**src/rtl/conv_pkg.sv**
```systemverilog
// Shared types and width helpers for the CNN tile sequencer.
// Width formulas live here so the top and the bench size ports identically.
package conv_pkg;

   typedef enum logic [1:0] {
      ST_IDLE = 2'd0,
      ST_LOAD = 2'd1,
      ST_CONV = 2'd2
   } state_e;

   // clog2 clamped to 1 so single-entry ranges still get a real bit
   function automatic int width_of(input int n);
      int w;
      w = $clog2(n);
      return (w < 1) ? 1 : w;
   endfunction

   function automatic int taps_of(input int tile_dim);
      return tile_dim * tile_dim;
   endfunction

   function automatic int tiles_of(input int img_dim, input int tile_dim);
      return (img_dim / tile_dim) * (img_dim / tile_dim);
   endfunction

endpackage

```
**src/rtl/conv_tile_sequencer_tile_tap_counter.sv**
```systemverilog
// Nested row/col walker with a running linear offset; advances on en_i, clr_i wins.
// row/col step by IDX_STEP, offset steps by STEP_COL per column and STEP_ROW per row.
module tile_tap_counter #(
   parameter int DIM      = 3,
   parameter int STEP_ROW = 12,
   parameter int STEP_COL = 1,
   parameter int IDX_STEP = 1,
   parameter int W        = 4,
   parameter int OW       = 10
) (
   input  logic          clk_i,
   input  logic          clr_i,
   input  logic          en_i,
   output logic [W-1:0]  row_o,
   output logic [W-1:0]  col_o,
   output logic [OW-1:0] offset_o,
   output logic          last_o
);

   localparam int ROW_INC  = STEP_ROW - (DIM - 1) * STEP_COL;
   localparam int LAST_IDX = (DIM - 1) * IDX_STEP;

   logic [W-1:0]  row_q, row_d;
   logic [W-1:0]  col_q, col_d;
   logic [OW-1:0] off_q, off_d;
   logic          row_last, col_last;

   assign row_last = (row_q == W'(LAST_IDX));
   assign col_last = (col_q == W'(LAST_IDX));

   always_comb begin
      row_d = row_q;
      col_d = col_q;
      off_d = off_q;
      if (clr_i) begin
         row_d = '0;
         col_d = '0;
         off_d = '0;
      end else if (en_i) begin
         if (col_last) begin
            col_d = '0;
            if (row_last) begin
               row_d = '0;
               off_d = '0;
            end else begin
               // jump from the end of one row to the start of the next
               row_d = row_q + W'(IDX_STEP);
               off_d = off_q + OW'(ROW_INC);
            end
         end else begin
            col_d = col_q + W'(IDX_STEP);
            off_d = off_q + OW'(STEP_COL);
         end
      end
   end

   always_ff @(posedge clk_i) begin
      row_q <= row_d;
      col_q <= col_d;
      off_q <= off_d;
   end

   assign row_o    = row_q;
   assign col_o    = col_q;
   assign offset_o = off_q;
   assign last_o   = row_last & col_last;

endmodule

```
**src/rtl/conv_tile_sequencer.sv**
```systemverilog
// Per layer: stream filter taps, then walk every tile tap by tap; stall freezes everything.
// Addresses decode combinationally from state; dom_ready/dom_address lag the last-tap read by one cycle.
module conv_tile_sequencer
   import conv_pkg::*;
#(
   parameter int IMG_DIM     = 12,
   parameter int TILE_DIM    = 3,
   parameter int NUM_LAYERS  = 4,
   parameter int ADDR_W      = 10,
   parameter int FILTER_BASE = 0,
   parameter int IMAGE_BASE  = 64,
   localparam int TAPS = taps_of(TILE_DIM),
   localparam int GRID = IMG_DIM / TILE_DIM,
   localparam int T    = tiles_of(IMG_DIM, TILE_DIM),
   localparam int IW   = width_of(IMG_DIM),
   localparam int LW   = width_of(NUM_LAYERS),
   localparam int SW   = width_of(TAPS),
   localparam int DW   = width_of(T)
) (
   input  logic              clock,
   input  logic              reset,
   input  logic              go,
   input  logic              stall,
   output logic              finish,
   output logic              busy,
   output logic [IW-1:0]     i,
   output logic [IW-1:0]     j,
   output logic [LW-1:0]     layer,
   output logic [SW-1:0]     step,
   output logic              wen,
   output logic              rd_valid,
   output logic [ADDR_W-1:0] bvm_address,
   output logic [DW-1:0]     dom_address,
   output logic              dom_ready
);

   if ((IMG_DIM % TILE_DIM) != 0) begin : g_bad_dims
      $error("IMG_DIM must be a multiple of TILE_DIM");
   end

   state_e            state_q, state_d;
   logic [LW-1:0]     layer_q, layer_d;
   logic [SW-1:0]     step_q, step_d;
   logic [ADDR_W-1:0] filt_q, filt_d;
   logic [DW-1:0]     tile_idx_q, tile_idx_d;
   logic              dom_ready_q;
   logic [DW-1:0]     dom_address_q;

   logic              start, adv, tile_done, clr;
   logic [IW-1:0]     tap_row, tap_col, tile_row, tile_col;
   logic [ADDR_W-1:0] tap_off, tile_off;
   logic              tap_last, tile_last;

   assign start     = (state_q == ST_IDLE) & go;
   assign adv       = (state_q != ST_IDLE) & ~stall;
   assign tile_done = adv & (state_q == ST_CONV) & tap_last;
   assign clr       = reset | start;

   tile_tap_counter #(
      .DIM(TILE_DIM), .STEP_ROW(IMG_DIM), .STEP_COL(1), .IDX_STEP(1),
      .W(IW), .OW(ADDR_W)
   ) u_tap (
      .clk_i(clock), .clr_i(clr), .en_i(adv),
      .row_o(tap_row), .col_o(tap_col), .offset_o(tap_off), .last_o(tap_last)
   );

   tile_tap_counter #(
      .DIM(GRID), .STEP_ROW(TILE_DIM * IMG_DIM), .STEP_COL(TILE_DIM), .IDX_STEP(TILE_DIM),
      .W(IW), .OW(ADDR_W)
   ) u_tile (
      .clk_i(clock), .clr_i(clr), .en_i(tile_done),
      .row_o(tile_row), .col_o(tile_col), .offset_o(tile_off), .last_o(tile_last)
   );

   always_comb begin
      state_d = state_q;
      layer_d = layer_q;
      case (state_q)
         ST_IDLE: begin
            if (go) begin
               state_d = ST_LOAD;
               layer_d = '0;
            end
         end
         ST_LOAD: begin
            if (adv && tap_last) state_d = ST_CONV;
         end
         ST_CONV: begin
            if (tile_done && tile_last) begin
               if (layer_q == LW'(NUM_LAYERS - 1)) begin
                  state_d = ST_IDLE;
                  layer_d = '0;
               end else begin
                  state_d = ST_LOAD;
                  layer_d = layer_q + 1'b1;
               end
            end
         end
         default: state_d = ST_IDLE;
      endcase
   end

   always_comb begin
      step_d     = step_q;
      filt_d     = filt_q;
      tile_idx_d = tile_idx_q;
      if (start) begin
         step_d     = '0;
         filt_d     = '0;
         tile_idx_d = '0;
      end else begin
         if (adv) step_d = tap_last ? '0 : step_q + 1'b1;
         // filter pointer runs across layers, so it equals layer*TAPS + step
         if (adv && (state_q == ST_LOAD)) filt_d = filt_q + 1'b1;
         if (tile_done) tile_idx_d = tile_last ? '0 : tile_idx_q + 1'b1;
      end
   end

   always_ff @(posedge clock) begin
      if (reset) begin
         state_q       <= ST_IDLE;
         layer_q       <= '0;
         step_q        <= '0;
         filt_q        <= '0;
         tile_idx_q    <= '0;
         dom_ready_q   <= 1'b0;
         dom_address_q <= '0;
      end else begin
         state_q     <= state_d;
         layer_q     <= layer_d;
         step_q      <= step_d;
         filt_q      <= filt_d;
         tile_idx_q  <= tile_idx_d;
         dom_ready_q <= tile_done;
         if (tile_done) dom_address_q <= tile_idx_q;
      end
   end

   always_comb begin
      i           = '0;
      j           = '0;
      bvm_address = '0;
      if (state_q == ST_LOAD) begin
         bvm_address = ADDR_W'(FILTER_BASE) + filt_q;
      end else if (state_q == ST_CONV) begin
         i           = tile_row + tap_row;
         j           = tile_col + tap_col;
         bvm_address = ADDR_W'(IMAGE_BASE) + tile_off + tap_off;
      end
   end

   assign finish      = (state_q == ST_IDLE);
   assign busy        = ~finish;
   assign wen         = (state_q == ST_LOAD);
   assign rd_valid    = adv;
   assign layer       = layer_q;
   assign step        = step_q;
   assign dom_ready   = dom_ready_q;
   assign dom_address = dom_address_q;

endmodule
```
**config.mk**
```make
export PLATFORM = sky130hd
export DESIGN_NAME = conv_tile_sequencer
export DESIGN_NICKNAME = d
export VERILOG_FILES = /design/src/rtl/conv_pkg.sv /design/src/rtl/conv_tile_sequencer_tile_tap_counter.sv /design/src/rtl/conv_tile_sequencer.sv
export SDC_FILE = /design/constraint.sdc
export NUM_CORES = 1
export LEC_CHECK = 0
export CAP_MARGIN = 20
export CORE_AREA = 2 2 94 96
export CTS_CLUSTER_SIZE = 10
export DETAILED_ROUTE_END_ITERATION = 10
export DIE_AREA = 0 0 96 98
export GPL_TIMING_DRIVEN = 0
export PLACE_DENSITY = 0.79
export SYNTH_ARGS = -nofsm -noshare
export SYNTH_HDL_FRONTEND = slang
export SYNTH_SLANG_ARGS = --single-unit
```
**constraint.sdc**
```tcl
create_clock -name clock -period 4.4 [get_ports clock]
set_input_delay 0.66 -clock clock [delete_from_list [all_inputs] [get_ports clock]]
set_output_delay 0.66 -clock clock [all_outputs]
set_load 0.01 [all_outputs]
```
==> run metrics, run 1 <==
Crit Path Max Fanout=5; post-synth top area cell=dfxtp_1; first-pass GRT wire length=~18 mm; drt total wl=10.8 mm; Syn Area/Cell=between 7 and 8 sq um; Crit path top cell by count=ha_1; Worst setup EP type=output port; all-layer global routing usage=0.239; residual DRC count=0; most frequent cell after synthesis=dfxtp_1; Synth area leaders=dfxtp_1 31%, ha_1 10%, a21oi_1 6.0%, nor2_1 4.9%, o21ai_0 4.6%; fin util=0.558; Setup CP Type=register to output port; Synth cell types=54; Reg2Reg Depth=5; initial antenna violation count=0; FF-to-FF Start=u_tap.col_o[1]; Syn Std Cell Area=between 4000 and 5000 sq um; hold path start=dom_address[1]; hold path depth=2; root buf cell=clkbuf_8; Cell Chain, Critical Path=ha_1 > ha_1 > fa_1 > a21oi_1 > o211ai_1 > o41ai_1 > xnor2_1 > o21ai_0 > clkdlybuf4s50_1; post-cts sizing count=0; gr busiest metal=met2; r2r endpoint=u_tile.col_o[2]; Routed wire per std cell=~16 microns; DP HPWL=roughly 8.0 mm; WP buf/inv=1; Critical-path top delay cell=clkdlybuf4s50_1; Clk pin slew, worst setup/hold paths=~80 ps; Starting Density=0.480; share of layout cells above drive strength 1=0.0391; Initial DRT Pass Iterations=5; die extent in y=around 98 microns; Top FF cell, synth=dfxtp_1; Die Wd=about 96 microns; top cells by count, synth=63 x dfxtp_1, 53 x nor2_1, 49 x a21oi_1, 47 x nand2_1, 37 x o21ai_0; post-route clock skew=13.3 ps; largest net degree at the start of global routing=12; # rows=34; worst reg-to-reg setup slack=roughly 1900 ps; Post-synth EDFFs=0; cts hold-fix bufs=0; Total Nets Final=around 600; Num Clock Sinks=63; Slew @ Worst Pin=975 ps; peak supply drop=~0.00014 V; CTS max path bufs=2; ys async rst share=0; status=finished clean; Hold Crit Class=register to register; routed vias=around 4,100; die area=around 9400 sq um; ant diodes=0; CP peak stage delay=roughly 560 ps; postcts setup bufs=0; leak pwr=1.72 nW; YS warnings=0; clk_lat worst skew=about 360 ps; Max Cap Violations=0; power density over cell area=~230 nW/um^2; family with the most delay on the worst path=adder cells; Worst Path Arrival=3310 ps; Placer Congestion=around 0.91; number of global-route vias before repair=3,731; fillers=between 800 and 900; H-tree levels=3; total CTS buffers=9; sequential share of the synthesized area=0.310; Initial DRC Count=between 300 and 400; TritonCTS clock tree=yes; Layout area overhead=16.3%; I/O pins=37; Synth top area share=0.310; Vias/cell=between 6 and 7; unrepaired setup endpoints after global routing=false; setup TNS=0 ps; Mapped Nets=approximately 550; met1 usage=0.319; Crit path required time=approximately 3700 ps; Gate Count Post-Synth=~510; DRT antenna net count=0; met2 Use GR=0.380; CP Launch Type=register; Synth Register Bits=63; total congestion overflow=0; Fmax=252 MHz; Worst slew margin=0.350; minimum clock period=~4000 ps; IO buf count=35; hold endpoint=dom_address[1]; area of the core=~8500 sq um; Final setup viols=0; crit path launch=u_tile.offset_o[1]; GRT met3 Usage=0.0332; Slew Limit Fails=0; final period utilization=0.903; Hold Vio Cnt, Final=0
-- final cells by class --
cell class | count | area [sq um] | share of cell area
sequential | 63 | 1260 | 0.267
timing repair buffer | 35 | 350 | 0.0741
clock inverter | 5 | 33.8 | 0.00715
buffer | 27 | 104 | 0.0220
tap | 108 | 135 | 0.0286
multi-input combinational | 404 | 2640 | 0.558
inverter | 17 | 63.8 | 0.0135
clock buffer | 11 | 141 | 0.0299
-- how the worst max path moves through the flow --
stage,slack [ps],end,cells after the start
after detailed placement,800,bvm_address[9],9
final,430,bvm_address[9],9
after floorplan,1510,bvm_address[9],8
after CTS,410,bvm_address[9],9
after global placement,870,bvm_address[9],9
after global routing,290,bvm_address[9],9
-- power by group --
part           switching (mW)  total (mW)  internal, mW
Clock                   0.240       0.459         0.219
Combinational          0.0357      0.0531        0.0174
Sequential            0.00515       0.578         0.573
-- flip-flops by register name (all words and copies together), names as in the netlist --
| register | count |
|---|---|
| state_q | 2 |
| step | 4 |
| filt_q | 10 |
| layer | 2 |
| u_tap.offset_o | 10 |
| dom_ready | 1 |
| tile_idx_q | 4 |
| u_tap.col_o | 4 |
| dom_address | 4 |
| u_tap.row_o | 4 |
| u_tile.row_o | 4 |
| u_tile.col_o | 4 |
| u_tile.offset_o | 10 |
-- logic make-up (layout without fill, tap and decap cells) --
logic type               count (synthesis)  in the layout  synth area share
AO/OA/AOI/OAI                          145            145             0.221
buffers and inverters                   44             95            0.0412
adder cells (fa/ha/maj)                 37             37             0.119
XOR/XNOR                                33             33            0.0711
AND/OR/NAND/NOR                        187            187             0.232
multiplexers                             2              2           0.00492
flip-flops                              63             63             0.310
-- through the flow --
step                hold slack, ps  std cells  instance area (sq um)  setup slack [ps]  power [mW]
global placement               442        654                   4550               873       0.642
CTS                            472        670                   4730               410        1.09
finish                         469        670                   4730               426        1.09
global route                   484        670                   4730               286        1.13
floorplan                      446        511                   4070              1510       0.620
detailed placement             456        654                   4550               804       0.643
-- placed cells by master (no fill, tap or decap), drive strengths merged, types with 5 or more instances in the layout --
cell type / instances
dfxtp: 63
nor2: 54
a21oi: 49
nand2: 47
o21ai: 37
clkdlybuf4s50: 35
ha: 34
clkbuf: 34
inv: 17
xor2: 17
xnor2: 16
nor3: 16
nand3: 15
nand4: 11
o211ai: 8
a311oi: 8
and3: 8
nor2b: 6
and2: 5
a31oi: 5
a21o: 5
-- layer usage --
layer  vias to the layer above  share of wire
li1                       1948              -
met1                      1901           0.44
met2                       174           0.46
met3                        33          0.069
met4                         0          0.032
met5                         -              0
-- tightest hold or removal path, delay by kind of cell (launching register included) --
| kind | cells | cell delay (ps) |
|---|---|---|
| compound gates | 1 | 60 |
| flops | 1 | 310 |
| simple gates | 1 | 50 |
(Power assumes the default switching activity.)
==> run 2: changes to the inputs <==
- ABC_AREA: unset -> 0
==> results of run 2 <==
Same layout as run 1: the final DEF is identical, and so are final timing and power.
==> run 3: changes to the inputs <==
- MAX_ROUTING_LAYER: unset -> met4
- SLEW_MARGIN: unset -> 20
==> run 3 against run 2 <==
Effect of this change:
- routed wire length rose by 0.66%
- power fell by 1.1%
- die area did not move
- critical endpoint unchanged
- largest power group unchanged
==> run metrics, run 3 (synthesis gave the netlist of run 1 again) <==
post-cts sizing count=0; Layout area overhead=16.2%; status=finished clean; total CTS buffers=9; die extent in y=between 90 and 100 microns; leak pwr=between 1.5 and 2 nW; hold path depth=2; Worst slew margin=0.282; Flop pwr share=0.536; Cell Chain, Critical Path=ha_1 > ha_1 > fa_1 > a21oi_1 > o211ai_1 > o41ai_1 > xnor2_1 > o21ai_0 > clkdlybuf4s50_1; H-tree levels=3; TritonCTS clock tree=yes; Crit path top cell by count=ha_1; worst reg-to-reg setup slack=1910 ps; Pint=just under 800 uW; most frequent cells in the layout=63 x dfxtp_1, 53 x nor2_1, 49 x a21oi_1; residual DRC count=0; r2r endpoint=u_tile.offset_o[2]; area of the core=approximately 8500 sq um; CTS max path bufs=2; Tot Pwr=1.08 mW; FF-to-FF Start=u_tile.col_o[1]; post-route clock skew=5.99 ps; DRT antenna net count=0; hold endpoint=dom_address[1]; first-pass GRT wire length=18.1 mm; Worst setup EP type=output port; Slew Limit Fails=0; drt total wl=~11 mm; Hold Vio Cnt, Final=0; hold path start=dom_address[1]; Initial DRC Count=between 200 and 300; Post-DP Area=around 4600 sq um; switch share=0.263; routed vias=between 4,000 and 5,000; unrepaired setup endpoints after global routing=false; Crit path required time=3740 ps; all-layer global routing usage=0.248; number of global-route vias before repair=3,758; CP Launch Type=register; Clk pin slew, worst setup/hold paths=70 ps; postcts setup bufs=0; Slew @ Worst Pin=between 1000 and 1500 ps; Hold Crit Class=register to register; clock power share=0.414; Total Nets Final=598; share of layout cells above drive strength 1=0.0409; Num Clock Sinks=between 60 and 70; Initial DRT Pass Iterations=5; I/O pins=37; largest net degree at the start of global routing=13; Placer Congestion=roughly 0.93; Setup CP Type=register to output port; Reg2Reg Depth=8; Vias/cell=around 6.0; Routed wire per std cell=around 16 microns; root buf cell=clkbuf_8; ant diodes=0; Starting Density=0.480; DP HPWL=between 7 and 8 mm; die area=9410 sq um; total congestion overflow=0; Final setup viols=0; Crit Path Max Fanout=5; Worst Path Arrival=about 3400 ps; design area=4720 sq um; Logic pwr share=0.050; hold_ws=roughly 460 ps; final period utilization=0.929; cts hold-fix bufs=0; P_sw=between 200 and 300 uW; IO buf count=35; power density over cell area=228 nW/um^2; commonest non-fill, non-tap cell in the layout=dfxtp_1; Max Cap Violations=0; minimum clock period=between 4000 and 5000 ps; Critical-path top delay cell=clkdlybuf4s50_1; setup TNS=0 ps; dpl ws=approximately 730 ps; # rows=34; clk_lat worst skew=340 ps; Fmax=245 MHz; CP peak stage delay=around 580 ps; peak supply drop=between 0.00015 and 0.0002 V; initial antenna violation count=0; Worst Slack Setup Final=roughly 310 ps; Die Wd=96 microns
run 3: cell count changes in the layout (fill, tap and decap cells not counted), sizes merged:
| cell | change |
|---|---|
| clkbuf | -2 |
| clkinv | +2 |
| clkinvlp | -1 |
| inv | +1 |
run 3: metal layers:
| metal | global-route usage | up-vias | share of wire |
|---|---|---|---|
| met3 | 0.0463 | 27 | 0.066 |
| met2 | 0.376 | 164 | 0.46 |
| met4 | 0.0857 | 0 | 0.029 |
| li1 | - | 1941 | - |
| met5 | - | - | 0 |
| met1 | 0.332 | 1907 | 0.45 |
run 3: per-stage QoR:
stage | cells | utilization
after floorplan | 511 | -
after detailed placement | 654 | 0.538
after global routing | 670 | 0.558
final | 670 | 0.558
after global placement | 654 | 0.538
after CTS | 670 | 0.558
run 3: worst max-delay path, delay by kind of cell, from the launching register on:
family	cells	cell delay, ps
buffers and inverters	1	580
flip-flops	1	460
XOR/XNOR	1	130
adder cells (fa/ha/maj)	3	950
AO/OA/AOI/OAI	4	980
run 3: power groups by stage:
stage | combinational, mW | clock (mW) | sequential (mW)
floorplan | 0.0304 | 0 | 0.590
detailed placement | 0.0526 | 0 | 0.591
finish | 0.0539 | 0.446 | 0.578
global route | 0.0581 | 0.492 | 0.579
CTS | 0.0530 | 0.456 | 0.578
global placement | 0.0522 | 0 | 0.591
run 3: worst max-delay path by stage:
stage                             startpoint             end  slack (ps)  cells past startpoint
after floorplan            u_tap.offset_o[1]  bvm_address[9]        1510                      8
final                     u_tile.offset_o[1]  bvm_address[9]         310                      9
after global placement    u_tile.offset_o[1]  bvm_address[9]         740                      9
after CTS                 u_tile.offset_o[1]  bvm_address[9]         350                      9
after global routing      u_tile.offset_o[1]  bvm_address[9]         110                      9
after detailed placement  u_tile.offset_o[1]  bvm_address[9]         730                      9
run 3: final cells by class:
class,instances,area (sq um)
Buffer,27,104
Multi-Input combinational cell,404,2640
Sequential cell,63,1260
Clock buffer,9,124
Tap cell,108,135
Timing Repair Buffer,35,350
Inverter,17,63.8
Fill cell,791,3740
Clock inverter,7,48.8
